### src/rtl/uart_rx_core.sv
// UART receiver core: synchronises rx_i, deserialises start/data/parity/stop frames and
// presents each byte on a valid/ready output with parity, frame and overrun status.
module uart_rx_core #(
    parameter int unsigned DIV_W   = 16,
    parameter int unsigned SYNC_FF = 2
) (
    input  logic             clk_i,
    input  logic             arst_ni,
    input  logic             rx_i,
    input  logic [DIV_W-1:0] clk_div_i,
    input  logic             parity_en_i,
    input  logic             parity_type_i,
    input  logic             stop2_i,
    input  logic [3:0]       data_bits_i,
    output logic [7:0]       rx_data_o,
    output logic             rx_valid_o,
    input  logic             rx_ready_i,
    output logic             parity_err_o,
    output logic             frame_err_o,
    output logic             overrun_o,
    output logic             busy_o
);

    typedef enum logic [2:0] {
        ST_IDLE   = 3'd0,
        ST_START  = 3'd1,
        ST_DATA   = 3'd2,
        ST_PARITY = 3'd3,
        ST_STOP1  = 3'd4,
        ST_STOP2  = 3'd5
    } state_t;

    localparam logic [DIV_W-1:0] CNT_ZERO = {DIV_W{1'b0}};
    localparam logic [DIV_W-1:0] CNT_ONE  = {{(DIV_W-1){1'b0}}, 1'b1};

    state_t             state_r;
    state_t             state_nxt_s;
    logic [SYNC_FF-1:0] sync_r;
    logic               rx_s;
    logic [DIV_W-1:0]   cnt_r;
    logic [DIV_W-1:0]   div_r;
    logic [3:0]         nbits_r;
    logic [3:0]         nbits_cfg_s;
    logic               par_en_r;
    logic               par_type_r;
    logic               stop2_r;
    logic [7:0]         shift_r;
    logic [3:0]         idx_r;
    logic               perr_r;
    logic               ferr_r;
    logic               tick_s;
    logic               last_bit_s;
    logic               div_ok_s;
    logic               start_s;
    logic               complete_s;
    logic               accept_s;
    logic               frame_ferr_s;
    logic [7:0]         rx_data_r;
    logic               rx_valid_r;
    logic               parity_err_r;
    logic               frame_err_r;
    logic               overrun_r;
    logic               busy_r;

    // Parity over the assembled data byte; unused upper bits are always zero.
    function automatic logic calc_parity(input logic [7:0] data, input logic odd);
        calc_parity = (^data) ^ odd;
    endfunction

    assign rx_s       = sync_r[SYNC_FF-1];
    assign tick_s     = (cnt_r == CNT_ZERO);
    assign last_bit_s = (idx_r == (nbits_r - 4'd1));
    assign div_ok_s   = |clk_div_i[DIV_W-1:2];
    assign accept_s   = (~rx_valid_r) | rx_ready_i;
    // The stop bit being sampled in the completing cycle still counts toward the frame error.
    assign frame_ferr_s = ferr_r | ~rx_s;

    // Data-bit count decode: anything outside 5..8 means 8.
    always_comb begin
        nbits_cfg_s = 4'd8;
        case (data_bits_i)
            4'd5:    nbits_cfg_s = 4'd5;
            4'd6:    nbits_cfg_s = 4'd6;
            4'd7:    nbits_cfg_s = 4'd7;
            4'd8:    nbits_cfg_s = 4'd8;
            default: nbits_cfg_s = 4'd8;
        endcase
    end

    // rx_i synchroniser, preset to the idle line level.
    always_ff @(posedge clk_i or negedge arst_ni) begin
        if (!arst_ni) begin
            sync_r <= {SYNC_FF{1'b1}};
        end else begin
            sync_r <= {sync_r[SYNC_FF-2:0], rx_i};
        end
    end

    // FSM state register.
    always_ff @(posedge clk_i or negedge arst_ni) begin
        if (!arst_ni) begin
            state_r <= ST_IDLE;
        end else begin
            state_r <= state_nxt_s;
        end
    end

    // FSM next state and per-cycle strobes.
    always_comb begin
        state_nxt_s = state_r;
        start_s     = 1'b0;
        complete_s  = 1'b0;
        case (state_r)
            ST_IDLE: begin
                if (!rx_s && div_ok_s) begin
                    state_nxt_s = ST_START;
                    start_s     = 1'b1;
                end else begin
                    state_nxt_s = ST_IDLE;
                end
            end
            ST_START: begin
                if (tick_s) begin
                    if (rx_s) begin
                        state_nxt_s = ST_IDLE;
                    end else begin
                        state_nxt_s = ST_DATA;
                    end
                end else begin
                    state_nxt_s = ST_START;
                end
            end
            ST_DATA: begin
                if (tick_s && last_bit_s) begin
                    if (par_en_r) begin
                        state_nxt_s = ST_PARITY;
                    end else begin
                        state_nxt_s = ST_STOP1;
                    end
                end else begin
                    state_nxt_s = ST_DATA;
                end
            end
            ST_PARITY: begin
                if (tick_s) begin
                    state_nxt_s = ST_STOP1;
                end else begin
                    state_nxt_s = ST_PARITY;
                end
            end
            ST_STOP1: begin
                if (tick_s) begin
                    if (stop2_r) begin
                        state_nxt_s = ST_STOP2;
                    end else begin
                        state_nxt_s = ST_IDLE;
                        complete_s  = 1'b1;
                    end
                end else begin
                    state_nxt_s = ST_STOP1;
                end
            end
            ST_STOP2: begin
                if (tick_s) begin
                    state_nxt_s = ST_IDLE;
                    complete_s  = 1'b1;
                end else begin
                    state_nxt_s = ST_STOP2;
                end
            end
            default: begin
                state_nxt_s = ST_IDLE;
            end
        endcase
    end

    // Bit timer: half a bit to the start-bit centre, then a full bit per sample.
    always_ff @(posedge clk_i or negedge arst_ni) begin
        if (!arst_ni) begin
            cnt_r <= CNT_ZERO;
        end else if (start_s) begin
            cnt_r <= {1'b0, clk_div_i[DIV_W-1:1]};
        end else if (state_r != ST_IDLE) begin
            if (tick_s) begin
                cnt_r <= div_r - CNT_ONE;
            end else begin
                cnt_r <= cnt_r - CNT_ONE;
            end
        end else begin
            cnt_r <= cnt_r;
        end
    end

    // Frame configuration snapshot taken at the start edge.
    always_ff @(posedge clk_i or negedge arst_ni) begin
        if (!arst_ni) begin
            div_r      <= CNT_ZERO;
            nbits_r    <= 4'd8;
            par_en_r   <= 1'b0;
            par_type_r <= 1'b0;
            stop2_r    <= 1'b0;
        end else if (start_s) begin
            div_r      <= clk_div_i;
            nbits_r    <= nbits_cfg_s;
            par_en_r   <= parity_en_i;
            par_type_r <= parity_type_i;
            stop2_r    <= stop2_i;
        end else begin
            div_r      <= div_r;
            nbits_r    <= nbits_r;
            par_en_r   <= par_en_r;
            par_type_r <= par_type_r;
            stop2_r    <= stop2_r;
        end
    end

    // Data assembly and per-frame error accumulation.
    always_ff @(posedge clk_i or negedge arst_ni) begin
        if (!arst_ni) begin
            shift_r <= 8'h00;
            idx_r   <= 4'd0;
            perr_r  <= 1'b0;
            ferr_r  <= 1'b0;
        end else if (start_s) begin
            shift_r <= 8'h00;
            idx_r   <= 4'd0;
            perr_r  <= 1'b0;
            ferr_r  <= 1'b0;
        end else if (tick_s) begin
            case (state_r)
                ST_DATA: begin
                    shift_r[idx_r[2:0]] <= rx_s;
                    idx_r               <= idx_r + 4'd1;
                end
                ST_PARITY: begin
                    perr_r <= rx_s ^ calc_parity(shift_r, par_type_r);
                end
                ST_STOP1, ST_STOP2: begin
                    ferr_r <= frame_ferr_s;
                end
                default: begin
                    shift_r <= shift_r;
                end
            endcase
        end else begin
            shift_r <= shift_r;
        end
    end

    // Output holding register with valid/ready handshake and overrun pulse.
    always_ff @(posedge clk_i or negedge arst_ni) begin
        if (!arst_ni) begin
            rx_data_r    <= 8'h00;
            rx_valid_r   <= 1'b0;
            parity_err_r <= 1'b0;
            frame_err_r  <= 1'b0;
            overrun_r    <= 1'b0;
        end else if (complete_s && accept_s) begin
            rx_data_r    <= shift_r;
            rx_valid_r   <= 1'b1;
            parity_err_r <= perr_r;
            frame_err_r  <= frame_ferr_s;
            overrun_r    <= 1'b0;
        end else if (complete_s) begin
            overrun_r    <= 1'b1;
        end else if (rx_valid_r && rx_ready_i) begin
            rx_valid_r   <= 1'b0;
            overrun_r    <= 1'b0;
        end else begin
            overrun_r    <= 1'b0;
        end
    end

    // Busy flag registered from the next state so it tracks state_r exactly.
    always_ff @(posedge clk_i or negedge arst_ni) begin
        if (!arst_ni) begin
            busy_r <= 1'b0;
        end else begin
            busy_r <= (state_nxt_s != ST_IDLE);
        end
    end

    assign rx_data_o    = rx_data_r;
    assign rx_valid_o   = rx_valid_r;
    assign parity_err_o = parity_err_r;
    assign frame_err_o  = frame_err_r;
    assign overrun_o    = overrun_r;
    assign busy_o       = busy_r;

endmodule
### config.mk
export PLATFORM = sky130hd
export DESIGN_NAME = uart_rx_core
export DESIGN_NICKNAME = d
export VERILOG_FILES = /design/src/rtl/uart_rx_core.sv
export SDC_FILE = /design/constraint.sdc
export NUM_CORES = 1
export LEC_CHECK = 0
export ABC_CLOCK_PERIOD_IN_PS = 3000
export CORE_MARGIN = 4
export CORE_UTILIZATION = 50
export CTS_CLUSTER_SIZE = 10
export DETAILED_ROUTE_END_ITERATION = 8
export MAX_ROUTING_LAYER = met4
export PLACE_DENSITY_LB_ADDON = 0.08
export SYNTH_ARGS = -nofsm -noshare
export SYNTH_HDL_FRONTEND = slang
export SYNTH_SLANG_ARGS = --single-unit
### constraint.sdc
create_clock -name clk_i -period 3 [get_ports clk_i]
set_clock_uncertainty 0.05 [all_clocks]
set_input_delay 0.3 -clock clk_i [delete_from_list [all_inputs] [get_ports clk_i]]
set_output_delay 0.3 -clock clk_i [all_outputs]
set_load 0.05 [all_outputs]
==> run metrics, run 1 <==
result of the run=finished, final reports clean; count of distinct cell types in the synthesized netlist=66; Bufs on Longest Clock Path=2; met3 wire length=688 um; highest clock rate=358 MHz; standby leakage power=1.98 nW; summed negative setup slack over all endpoints=0 ns; internal power contribution=1.49 mW; TritonCTS Sinks=71; die height=95.8 um; total met2 wirelength after detailed routing=4.03 mm; routed len/inst=17.0 um; switching share of power=22.6%; number of storage elements in the synthesis netlist=71; highest fanout seen on the critical path=6; core outline area=7370 um^2; number of buffers inserted by post-CTS setup repair=0; cells traversed along the worst timing path=or4_4 -> and4b_1 -> a21oi_1 -> ha_1 -> nor3b_2 -> nand2_1 -> a211oi_2 -> and3_1 -> a31oi_1 -> nor3_1; Arrival @ worst endpoint=3.00 ns; portion of the clock cycle consumed by the worst path in the final layout=93.0%; Worst Setup Start Kind=register; library cell used as clock root buffer=clkbuf_8; clock tree from TritonCTS=built; min-delay worst type=in -> async; power consumption=1.93 mW; Setup-failing EPs final=0; global router's overall resource usage=22.6%; transition time at the pin with the least slew margin=0.912 ns; highest metal used=met4; RSZ-0062 raised after global routing=false; # Max-Cap Violations=0; share of flip-flops with an asynchronous set or reset after synthesis=100%; sequential cell area fraction in the yosys report=46.2%; category of cells accounting for the largest share of critical-path delay=simple AND/OR/NAND/NOR gates; shortest clock period the worst path allows after layout=2.79 ns; CTS Buf Count=9; maximum VDD drop=0.278 mV; number of port buffers=39; sum of routed wire length over all layers=9.36 mm; Iteration-0 DRC Markers=315; slowest library cell on the worst path=dfrtp_1; number of global-route vias before repair=2983; via density per instance=5.86; grt total ovfl=0; r2r setup slk=0.21 ns; first-pass GRT wire length=15.4 mm; worst slew margin relative to its limit=39.2%; power density over the cells=417 nW/um^2; total standard cell area after synthesis=3860 um^2; number of enable-type register cells in the synthesized netlist=0; endpoint of the lowest-slack register-to-register path=cnt_r[14]; launching point of the worst reg2reg path=cnt_r[4]; fraction of power consumed by the clock network=46.1%; number of H-tree levels=3; Final Max Tran Viols=0; die area=9180 um^2; CP Class=reg -> reg; clock slew at the register clock pins of the worst setup and hold paths=0.08 ns; cell taking the most area after synthesis=dfrtp_1; maximum number of pins on one net before global-route repair=72; clock latency on the worst-skew pair=0.35 ns; count leader, synth=nand2_1; number of cells traversed by the worst register-to-register path=10; number of buffers inserted for hold repair after clock tree synthesis=0; Worst Path Buf+Inv=0; Main synth FF type=dfrtp_1; count of endpoints failing hold in the final timing report=0; ant diodes=0; Post-Place Worst Slack=0.158 ns; Initial Utilization=52.3%; number of gates resized after cts=0; fin nets=475; residual DRC count=0; share of Yosys cell area claimed by the top area cell type=44.1%; worst path required time=3.21 ns; detailed-route via count=3218; synthesized netlist net count=433; critical path depth in cells=10; part of the total power dissipated in sequential elements=49.8%; count of synthesis-stage warnings from yosys=0; cell count after synthesis=403; net switching power=0.436 mW; standard-cell row count=31; Area Overhead vs Synth=20.0%; RD Place Congestion=0.905; length of the first detailed-routing pass in iterations=5; fin worst setup slack=0.209 ns; Worst Setup End Kind=register; Max stage delay on crit path=0.44 ns; placed wire-length estimate=6.62 mm; list of most frequent post-synthesis cells=nand2_1 (76), dfrtp_1 (68), nor2_1 (30); count of pins on the block boundary=40; average footprint of a synthesized cell=9.57 um^2; Combinational Power Share=4.2%; routed metal-1 wirelength=4.50 mm; share of cells above drive strength 1=11.6%; antenna-violating nets left=0; antenna violations before repair=0; width of the die=95.8 um; Area contributors post-synth=dfrtp_1 (44%), nand2_1 (7.4%), xnor2_1 (3.6%)
layer usage:
metal	GRT usage, %	up-vias
li1	-	1532
met1	33.3	1549
met2	31.6	124
met3	4.07	13
met4	7.35	0
met5	-	-
cells in the final DEF, fill, tap and decap left out, types with 5 or more instances in the layout:
cell type        count
a21oi_1             24
a31oi_1              6
buf_4               12
clkbuf_8            10
clkdlybuf4s50_1     38
dfrtp_1             68
inv_1                5
mux2_1              11
mux2i_1             11
nand2_1             76
nand3_1             11
nor2_1              30
nor3_1               7
nor3b_2              5
nor4_1               7
o21ai_0              7
o21ai_1              6
or3_1                5
xnor2_1             16
xor2_1               5
logic make-up (layout without fill, tap and decap cells):
kind of cell    count (synthesis)  count (layout)  share of synthesized area, %
compound gates                 82              82                          14.2
simple gates                  175             175                          24.4
xor+xnor                       21              21                          4.77
buf+inv                        27              74                          2.85
flops                          71              71                          46.2
mux                            24              24                          6.65
fa+ha+maj                       3               3                         0.973
flip-flops by register name, summed over array words and instances, names as in the netlist:
name and count:
parity_err_o 1, perr_r 1, busy_o 1, overrun_o 1, shift_r 8, par_en_r 1
nbits_r 4, stop2_r 1, idx_r 4, frame_err_o 1, ferr_r 1, cnt_r 16
sync_r 2, rx_data_o 8, rx_valid_o 1, par_type_r 1, state_r 3, div_r 16
cell type report:
type	count	area [um^2]
Sequential cell	71	1780
Tap cell	99	124
Fill cell	613	2740
Clock buffer	10	138
Inverter	6	22.5
Timing Repair Buffer	52	495
Clock inverter	6	92.6
Multi-Input combinational cell	305	1980
worst max path at each step:
stage	from	to	slack (ns)
final	cnt_r[4]	cnt_r[14]	0.21
after global routing	cnt_r[4]	cnt_r[14]	0.008
after CTS	cnt_r[4]	cnt_r[14]	0.13
after detailed placement	cnt_r[4]	cnt_r[14]	0.16
after global placement	cnt_r[4]	cnt_r[14]	0.26
after floorplan	cnt_r[5]	cnt_r[10]	0.09
metrics by stage:
| step | util [%] | area [um^2] | cells | hold WS, ns |
|---|---|---|---|---|
| floorplan | - | 3860 | 403 | -0.0456 |
| global placement | 59.6 | 4390 | 533 | 0.296 |
| detailed placement | 59.6 | 4390 | 533 | 0.299 |
| CTS | 62.8 | 4620 | 549 | 0.138 |
| global route | 62.8 | 4630 | 549 | 0.156 |
| finish | 62.8 | 4630 | 549 | 0.0688 |
power groups by stage:
stage	clock [mW]	sequential, mW	combinational [mW]
CTS	0.913	0.960	0.0824
floorplan	0	0.979	0.0148
global route	0.951	0.961	0.0877
detailed placement	0	0.979	0.0822
global placement	0	0.979	0.0817
finish	0.888	0.960	0.0806
(Power assumes the default switching activity.)
==> run 2, diff against run 1 <==
- GPL_ROUTABILITY_DRIVEN: default -> 0
==> run 2 against run 1 <==
Critical path depth unchanged. Total power down 9.2%. Sequential power about the same. Global-route usage up 0.25 points. Non-clock buffer count up 2. First-iteration DRC count up 13%. Via count down 0.65%. Routed wire length down 0.34%. Final cell count up 0.36%. Design area down 0.54%. Register-to-register slack about the same. Critical path type unchanged. Critical endpoint unchanged. Largest cell class unchanged.
==> run metrics, run 2 (same netlist as run 1, synthesis figures left out) <==
cells traversed along the worst timing path=or4_4 -> and4b_1 -> a21oi_1 -> ha_1 -> nor3b_2 -> nand2_1 -> a211oi_4 -> nand3_1 -> nor4b_1 -> nor3_1; maximum VDD drop=0.316 mV (+13%); Worst Setup Start Kind=register; number of H-tree levels=3 (unchanged); Iteration-0 DRC Markers=357 (+13%); critical path depth in cells=10 (unchanged); die area=9180 um^2 (unchanged); number of cells traversed by the worst register-to-register path=10 (unchanged); length of the first detailed-routing pass in iterations=5 (unchanged); Worst Setup End Kind=register; routed len/inst=16.9 um (-0.70%); Max stage delay on crit path=0.43 ns (about the same); r2r setup slk=0.22 ns (about the same); detailed-route via count=3197 (-0.65%); Setup-failing EPs final=0 (unchanged); placed wire-length estimate=6.49 mm (-1.9%); CTS Buf Count=9 (unchanged); result of the run=finished, final reports clean; first-pass GRT wire length=15.7 mm (+1.7%); min-delay worst type=in -> reg; slowest library cell on the worst path=dfrtp_1; CP Class=reg -> reg; Worst Path Buf+Inv=0 (unchanged); endpoint of the lowest-slack register-to-register path=cnt_r[14]; most common library cell in the layout ignoring fill and taps=nand2_1; core outline area=7370 um^2 (unchanged); standby leakage power=1.96 nW (-0.61%); summed negative setup slack over all endpoints=0 ns (unchanged); beginning of the worst hold path=rx_i; library cell used as clock root buffer=clkbuf_8; launching point of the worst reg2reg path=cnt_r[5]; Endpoint, Worst Hold=sync_r[0]; # Max-Cap Violations=0 (unchanged); power density over the cells=380 nW/um^2 (-8.7%); TritonCTS Sinks=71 (unchanged); number of port buffers=39 (unchanged); width of the die=95.8 um (unchanged); fin nets=477 (+0.42%); RSZ-0062 raised after global routing=false; maximum number of pins on one net before global-route repair=72 (unchanged); worst path required time=3.18 ns (-0.03 ns); highest fanout seen on the critical path=6 (unchanged); fin worst setup slack=0.221 ns (+0.0118 ns); Post-Place Worst Slack=0.169 ns (+0.0119 ns); antenna-violating nets left=0 (unchanged); worst slew margin relative to its limit=54.0% (+15 points); antenna violations before repair=0 (unchanged); sum of routed wire length over all layers=9.33 mm (-0.34%); clock slew at the register clock pins of the worst setup and hold paths=0.08 ns (about the same); clock latency on the worst-skew pair=0.35 ns (about the same); number of global-route vias before repair=3044 (+2.0%); power consumption=1.75 mW (-9.2%); ant diodes=0 (unchanged); clock tree from TritonCTS=built; Bufs on Longest Clock Path=2 (unchanged); category of cells accounting for the largest share of critical-path delay=simple AND/OR/NAND/NOR gates; portion of the clock cycle consumed by the worst path in the final layout=92.6% (-0.39 points); largest registers=cnt_r (16), div_r (16); count of endpoints failing hold in the final timing report=0 (unchanged); Area Overhead vs Synth=19.4%; Arrival @ worst endpoint=2.96 ns (-0.04 ns); share of cells above drive strength 1=11.7% (+0.17 points); highest clock rate=360 MHz (+0.42%); count of pins on the block boundary=40 (unchanged); Core Util, Final=62.5% (-0.34 points); shortest clock period the worst path allows after layout=2.78 ns (-0.0118 ns); via density per instance=5.80 (-1.0%); Final Max Tran Viols=0 (unchanged); grt total ovfl=0 (unchanged); standard-cell row count=31 (unchanged); most frequent cells in the layout=nand2_1 (76), dfrtp_1 (68), clkdlybuf4s50_1 (38), nor2_1 (30), a21oi_1 (24); global router's overall resource usage=22.9% (+0.25 points); fillcell total=643 (+4.9%); Initial Utilization=52.3% (unchanged); die height=95.8 um (unchanged); transition time at the pin with the least slew margin=0.673 ns (-0.239 ns); residual DRC count=0 (unchanged); Hold Path Cell Cnt=1
run 2: where the power goes:
| group | total [mW] | internal (mW) | switching, mW |
|---|---|---|---|
| Combinational | 0.0836 | 0.0417 | 0.0419 |
| Clock | 0.707 | 0.325 | 0.382 |
| Sequential | 0.960 | 0.959 | 0.00165 |
| Total | 1.75 | 1.33 | 0.426 |
run 2: timing repair:
action                                  CTS  global route
endpoints found under the hold margin    68             0
gates resized for setup                   0             2
setup buffers                             0             0
hold buffers                              1             0
endpoints found under the setup margin    0             3
run 2: how the worst max path moves through the flow:
stage                     slack (ns)   endpoint     start
after floorplan                 0.09  cnt_r[10]  cnt_r[5]
after global placement          0.32  cnt_r[10]  cnt_r[4]
after detailed placement        0.17  cnt_r[14]  cnt_r[4]
after CTS                       0.15  cnt_r[14]  cnt_r[4]
after global routing           0.003  cnt_r[14]  cnt_r[4]
final                           0.22  cnt_r[14]  cnt_r[5]
run 2: metal layers:
layer	GRT usage (%)	routed length, um	part of all wire, %
met1	34.3	4700	50
met2	30.9	3980	43
met3	5.71	526	5.6
met4	5.57	119	1.3
met5	-	0	0
run 2: cell type report:
cell class | instances | area (um^2) | share of cell area (%)
clock buffers | 10 | 138 | 2.99
repair buffers | 54 | 513 | 11.1
clock inverters | 6 | 42.5 | 0.924
flip-flops and latches | 71 | 1780 | 38.7
inverters | 6 | 22.5 | 0.489
multi-input cells | 305 | 1980 | 43.1
well taps | 99 | 124 | 2.69
run 2: per-stage QoR:
| stage | instances | hold WS, ns | area, um^2 |
|---|---|---|---|
| 2_1_floorplan | 403 | -0.0456 | 3860 |
| 3_3_place_gp | 534 | 0.296 | 4400 |
| 3_5_place_dp | 534 | 0.301 | 4400 |
| 4_1_cts | 551 | 0.289 | 4590 |
| 5_1_grt | 551 | 0.290 | 4600 |
| 6_report | 551 | 0.302 | 4600 |
run 2: worst register-to-register path, stage by stage (launching register included):
cell and delay [ns]:
dfrtp_1 0.43, or4_4 0.19, and4b_1 0.24, a21oi_1 0.24
ha_1 0.23, nor3b_2 0.27, nand2_1 0.14, a211oi_4 0.31
nand3_1 0.17, nor4b_1 0.32, nor3_1 0.08
==> run 3, diff against run 2 <==
- SLEW_MARGIN: default -> 15
==> results of run 3 <==
No change in the layout: final DEF, timing and power equal those of run 2.
